`config.mk`:
```
export PLATFORM = sky130hd
export DESIGN_NAME = pc_fetch_ctrl
export DESIGN_NICKNAME = d
export VERILOG_FILES = /design/src/rtl/pc_fetch_ctrl.sv
export SDC_FILE = /design/constraint.sdc
export NUM_CORES = 1
export LEC_CHECK = 0
export ABC_AREA = 0
export CELL_PAD_IN_SITES_DETAIL_PLACEMENT = 2
export CELL_PAD_IN_SITES_GLOBAL_PLACEMENT = 2
export CORE_MARGIN = 2
export CORE_UTILIZATION = 30
export CTS_CLUSTER_SIZE = 14
export DETAILED_ROUTE_END_ITERATION = 7
export PLACE_DENSITY_LB_ADDON = 0.05
export SLEW_MARGIN = 10
export SYNTH_ARGS = -nofsm -noshare
export SYNTH_HDL_FRONTEND = slang
export SYNTH_SLANG_ARGS = --single-unit
export TNS_END_PERCENT = 10
```
`constraint.sdc`:
```
create_clock -name clk_i -period 8.6 [get_ports clk_i]
set_clock_uncertainty 0.15 [all_clocks]
set_input_delay 1.72 -clock clk_i [delete_from_list [all_inputs] [get_ports clk_i]]
set_output_delay 1.72 -clock clk_i [all_outputs]
set_load 0.05 [all_outputs]
```
`src/rtl/pc_fetch_ctrl.sv`:
```
// Program-counter register and instruction-fetch sequencer: issues one imem request per
// instruction, waits for the response with a timeout, and hands the result to decode.
module pc_fetch_ctrl #(
  parameter logic [31:0] RESET_PC = 32'h0000_0000,
  parameter int unsigned MAX_WAIT = 16
) (
  input  logic        clk_i,
  input  logic        rst_i,
  input  logic [31:0] pc_seq_i,
  input  logic        redirect_i,
  input  logic [31:0] redirect_pc_i,
  output logic        imem_req_o,
  output logic [31:0] imem_addr_o,
  input  logic        imem_rvalid_i,
  input  logic [31:0] imem_rdata_i,
  output logic        instr_valid_o,
  input  logic        instr_ready_i,
  output logic [31:0] instr_o,
  output logic [31:0] instr_pc_o,
  output logic [31:0] pc_o,
  output logic        misalign_o,
  output logic        timeout_o
);

  typedef enum logic [1:0] {IDLE, REQ, WAIT, OUT} state_t;

  localparam logic [7:0] LAST_WAIT = 8'(MAX_WAIT - 1);

  state_t      state;
  logic        drop;
  logic [7:0]  wait_cnt;
  logic [31:0] redirect_tgt;

  assign redirect_tgt = {redirect_pc_i[31:2], 2'b00};

  always_ff @(posedge clk_i or posedge rst_i) begin
    if (rst_i) begin
      state         <= IDLE;
      drop          <= 1'b0;
      wait_cnt      <= '0;
      pc_o          <= RESET_PC;
      imem_req_o    <= 1'b0;
      imem_addr_o   <= '0;
      instr_valid_o <= 1'b0;
      instr_o       <= '0;
      instr_pc_o    <= '0;
      misalign_o    <= 1'b0;
      timeout_o     <= 1'b0;
    end else begin
      imem_req_o <= 1'b0;
      misalign_o <= 1'b0;
      timeout_o  <= 1'b0;
      if (redirect_i) begin
        pc_o          <= redirect_tgt;
        misalign_o    <= |redirect_pc_i[1:0];
        instr_valid_o <= 1'b0;
        case (state)
          // Request to the old PC is already on the bus; its response must be thrown away.
          REQ: begin
            state    <= WAIT;
            drop     <= 1'b1;
            wait_cnt <= '0;
          end
          WAIT: begin
            if (imem_rvalid_i) begin
              drop        <= 1'b0;
              state       <= REQ;
              imem_req_o  <= 1'b1;
              imem_addr_o <= redirect_tgt;
            end else begin
              drop <= 1'b1;
            end
          end
          default: begin
            state       <= REQ;
            imem_req_o  <= 1'b1;
            imem_addr_o <= redirect_tgt;
          end
        endcase
      end else begin
        case (state)
          IDLE: begin
            state       <= REQ;
            imem_req_o  <= 1'b1;
            imem_addr_o <= pc_o;
          end
          REQ: begin
            state    <= WAIT;
            wait_cnt <= '0;
          end
          WAIT: begin
            if (imem_rvalid_i) begin
              if (drop) begin
                drop        <= 1'b0;
                state       <= REQ;
                imem_req_o  <= 1'b1;
                imem_addr_o <= pc_o;
              end else begin
                instr_o       <= imem_rdata_i;
                instr_pc_o    <= pc_o;
                instr_valid_o <= 1'b1;
                state         <= OUT;
              end
            end else if (wait_cnt >= LAST_WAIT) begin
              // Lost response: refetch whatever pc_o currently holds.
              timeout_o   <= 1'b1;
              drop        <= 1'b0;
              state       <= REQ;
              imem_req_o  <= 1'b1;
              imem_addr_o <= pc_o;
            end else begin
              wait_cnt <= wait_cnt + 8'd1;
            end
          end
          OUT: begin
            if (instr_ready_i) begin
              instr_valid_o <= 1'b0;
              pc_o          <= pc_seq_i;
              state         <= REQ;
              imem_req_o    <= 1'b1;
              imem_addr_o   <= pc_seq_i;
            end
          end
          default: state <= IDLE;
        endcase
      end
    end
  end

endmodule

```
==> results.md <==
* Per-instance average area after synthesis at 12.8 sq um
* Clock insertion delay at the later pin of the skew report at 0.42 ns
* Most used flip-flop cell after synthesis: sky130_fd_sc_hd__dfrtp_1
* Total number of vias at 4840
* Area after detailed placement at 8890 sq um
* Number of enable-type register cells in the synthesized netlist at 0
* Cell type contributing the most total cell area after synthesis: sky130_fd_sc_hd__dfrtp_1
* Post-layout net count at 826
* Portion of the post-synthesis area used by sequential elements at 56.9%
* Area growth syn-to-layout at 50.1%
* Number of input and output port buffers inserted at 232
* Number of unique standard cell types used by synthesis at 35
* Unrepaired setup endpoints after global routing: no
* Post-synthesis register bit count at 143
* Initial antenna violation count at 1
* Routed wire length at 19.9 mm
* Deepest clock path buffer count at 2
* Max H-tree Level at 4
* Width of the chip at 149 microns
* Max frequency at 224 MHz
* Power density relative to cell area at 389 nW/um^2
* Status: finished, final reports clean
* Global router's overall resource usage at 18.7%
* Cell row count at 52
* Static Leakage at 4.12 nW
* Boundary pin count at 233
* Summed negative setup slack over all endpoints at 0 ns
* Cell at the root of the clock tree: sky130_fd_sc_hd__clkbuf_16
* Number of iterations in the first detailed-routing pass at 4
* Placement-stage worst setup slack at 3.66 ns
* Placed wire-length estimate after detailed placement at 14.0 mm
* Share of post-route cells with drive strength above 1 at 18.9%
* Final standard cell utilization of the core at 46.2%
* Pin count of the biggest net entering global routing at 96
* Shortest period the worst path allows at 4.47 ns
* Max-slew headroom at the worst pin at 35.5%
* Initial core utilization at 30.8%
* TritonCTS clock tree: done
* Remaining DRCs at 0
* Count of antenna-violating nets left after detailed routing at 0
* # resized after CTS at 0
* Path type of the worst min-delay path: reg2reg
* Worst-path clk slew at 0.06 ns
* Ratio of final minimum period to clock period at 52.0%
* Remaining global-route overflow at 0
* Max rail drop VDD at 0.000143 V
* N_diodes at 0
* Average routed wire per standard cell at 19.8 microns
* Average vias per placed instance at 4.83
* Number of instances in the synthesized netlist at 491
* Number of global-route vias before repair at 5589
* Number of warnings issued by yosys at 0
* # Post-CTS Setup Buffers at 0
* Design area at 9440 sq um
* Clk sink count at 143
* Setup Crit Path Kind: in2reg
* Final hold vios at 0
* Data arrival at the endpoint of the critical path at 4.62 ns
* FFs w/ async S/R, synth at 100%
* Required time at the endpoint of the critical path at 8.75 ns
* Number of setup violations in the final report at 0
* Inserted Clock Buffers at 17
* Area of the core at 20400 sq um
* Hold-fix buffer count after cts at 0
* Yosys top cell area share at 56.9%
* Weighted congestion reported at the end of routability-driven placement at 0.792
* Actual slew at the worst max-slew pin at 0.967 ns
* Crit. End Element: flop
* Die ar. at 22100 sq um
* Cells taking the most area after synthesis: sky130_fd_sc_hd__dfrtp_1, sky130_fd_sc_hd__mux2_2, sky130_fd_sc_hd__mux2i_1, sky130_fd_sc_hd__a21oi_1, sky130_fd_sc_hd__nor2_1
* Die height at 149 microns
* Minimum setup slack in the final design at 4.13 ns
* Wire length of the first global-routing pass at 31.8 mm
* Fillers at 2026
* Number of pins with negative max-slew slack in the final report at 0
* Top fanout value on the critical path at 95
* Max-Cap Viols at 0
* Synthesized net count at 597
* Post-synthesis cell area at 6290 sq um
* Critical path launch point type: input pin
* Violation count after the first detailed-routing iteration at 129
==> per-stage QoR <==
stage          cells  hold slack, ns  power, mW
2_1_floorplan    491           0.303       2.32
3_3_place_gp     971           0.324       2.96
3_5_place_dp     971           0.332       3.01
4_1_cts         1002           0.345       3.73
5_1_grt         1002           0.358       3.86
6_report        1002           0.340       3.67
==> layout by cell type, fill, tap and decap left out, types with 2 or more instances in the layout <==
| cell type | count |
|---|---|
| sky130_fd_sc_hd__clkdlybuf4s50_1 | 232 |
| sky130_fd_sc_hd__dfrtp_1 | 143 |
| sky130_fd_sc_hd__mux2_2 | 95 |
| sky130_fd_sc_hd__mux2i_1 | 67 |
| sky130_fd_sc_hd__a21oi_1 | 64 |
| sky130_fd_sc_hd__nor2_1 | 38 |
| sky130_fd_sc_hd__clkbuf_16 | 17 |
| sky130_fd_sc_hd__nand2_1 | 7 |
| sky130_fd_sc_hd__buf_4 | 6 |
| sky130_fd_sc_hd__inv_1 | 5 |
| sky130_fd_sc_hd__o21ai_0 | 5 |
| sky130_fd_sc_hd__clkinvlp_4 | 5 |
| sky130_fd_sc_hd__clkinv_2 | 5 |
| sky130_fd_sc_hd__nand3_1 | 4 |
| sky130_fd_sc_hd__ha_1 | 4 |
| sky130_fd_sc_hd__and3_1 | 3 |
| sky130_fd_sc_hd__nand2b_1 | 2 |
| sky130_fd_sc_hd__nor4_1 | 2 |
| sky130_fd_sc_hd__and2_1 | 2 |
| sky130_fd_sc_hd__nor3_1 | 2 |
| sky130_fd_sc_hd__clkbuf_8 | 2 |
==> worst max-delay path, cell delays in order <==
cell and delay [ns]:
sky130_fd_sc_hd__clkdlybuf4s50_1 0.92, sky130_fd_sc_hd__inv_2 0.06, sky130_fd_sc_hd__buf_4 0.42, sky130_fd_sc_hd__a2111o_1 0.54
sky130_fd_sc_hd__o211ai_4 0.08, sky130_fd_sc_hd__buf_4 0.45, sky130_fd_sc_hd__mux2_2 0.40
==> cells by family after synthesis <==
logic type	Yosys count	share of synthesized area, %
and+or+nand+nor	67	4.93
AOI/OAI and AO/OA	78	6.76
muxes	163	27.8
adders and majority gates	5	0.995
buffers and inverters	35	2.57
DFF	143	56.9
==> registers in the layout, indices dropped and copies added (netlist names) <==
| register | flops |
|---|---|
| timeout_o | 1 |
| pc_o | 32 |
| misalign_o | 1 |
| instr_pc_o | 32 |
| imem_addr_o | 32 |
| wait_cnt | 8 |
| instr_o | 32 |
| state | 2 |
| instr_valid_o | 1 |
| imem_req_o | 1 |
| drop | 1 |
==> layout make-up <==
cell class | instances | area (sq um) | area share [%]
sequential | 143 | 3580 | 37.9
multi-input combinational | 313 | 2580 | 27.3
timing repair buffer | 238 | 2370 | 25.1
clock buffer | 20 | 457 | 4.84
tap | 270 | 338 | 3.58
clock inverter | 11 | 92.6 | 0.981
inverter | 7 | 31.3 | 0.331
==> synthesized netlist by cell type (all sizes together) (2+ instances only) <==
cell type,count
ha,5
nor3,2
clkbuf,10
and3,3
nand3,4
and2,2
dfrtp,143
nand2,8
nor4,2
mux2i,67
buf,18
mux2,96
or4,2
nor2,38
a21oi,64
inv,7
o21ai,5
nand2b,2
==> layer usage <==
metal / track usage (%) / routed length [microns] / vias up / part of all wire (%)
met5: 0 / 0 / - / 0
met2: 31.2 / 9720 / 164 / 49
met3: 7.55 / 1660 / 15 / 8.4
met4: 4.81 / 226 / 0 / 1.1
li1: - / - / 2210 / -
met1: 22.6 / 8260 / 2451 / 42
==> power breakdown <==
part,switching [mW],total (mW),internal (mW)
sequential,0.139,1.04,0.905
clock,0.288,0.696,0.408
combinational,1.21,1.93,0.718
total,1.64,3.67,2.03
==> path summary, 6_finish.rpt <==
check,start,endpoint,slack (ns),depth (start not counted)
worst max-delay path,redirect_i,imem_addr_o[17],4.13,7
worst min-delay path,imem_addr_o[0],imem_addr_o[0],0.34,1
worst max register to register,state[0],pc_o[22],5.90,6
worst min register to register,imem_addr_o[0],imem_addr_o[0],0.34,1
max in group asynchronous,rst_i,instr_pc_o[31],5.33,3
min in group asynchronous,rst_i,instr_o[13],1.70,2
Power figures use the tool's default switching activity.
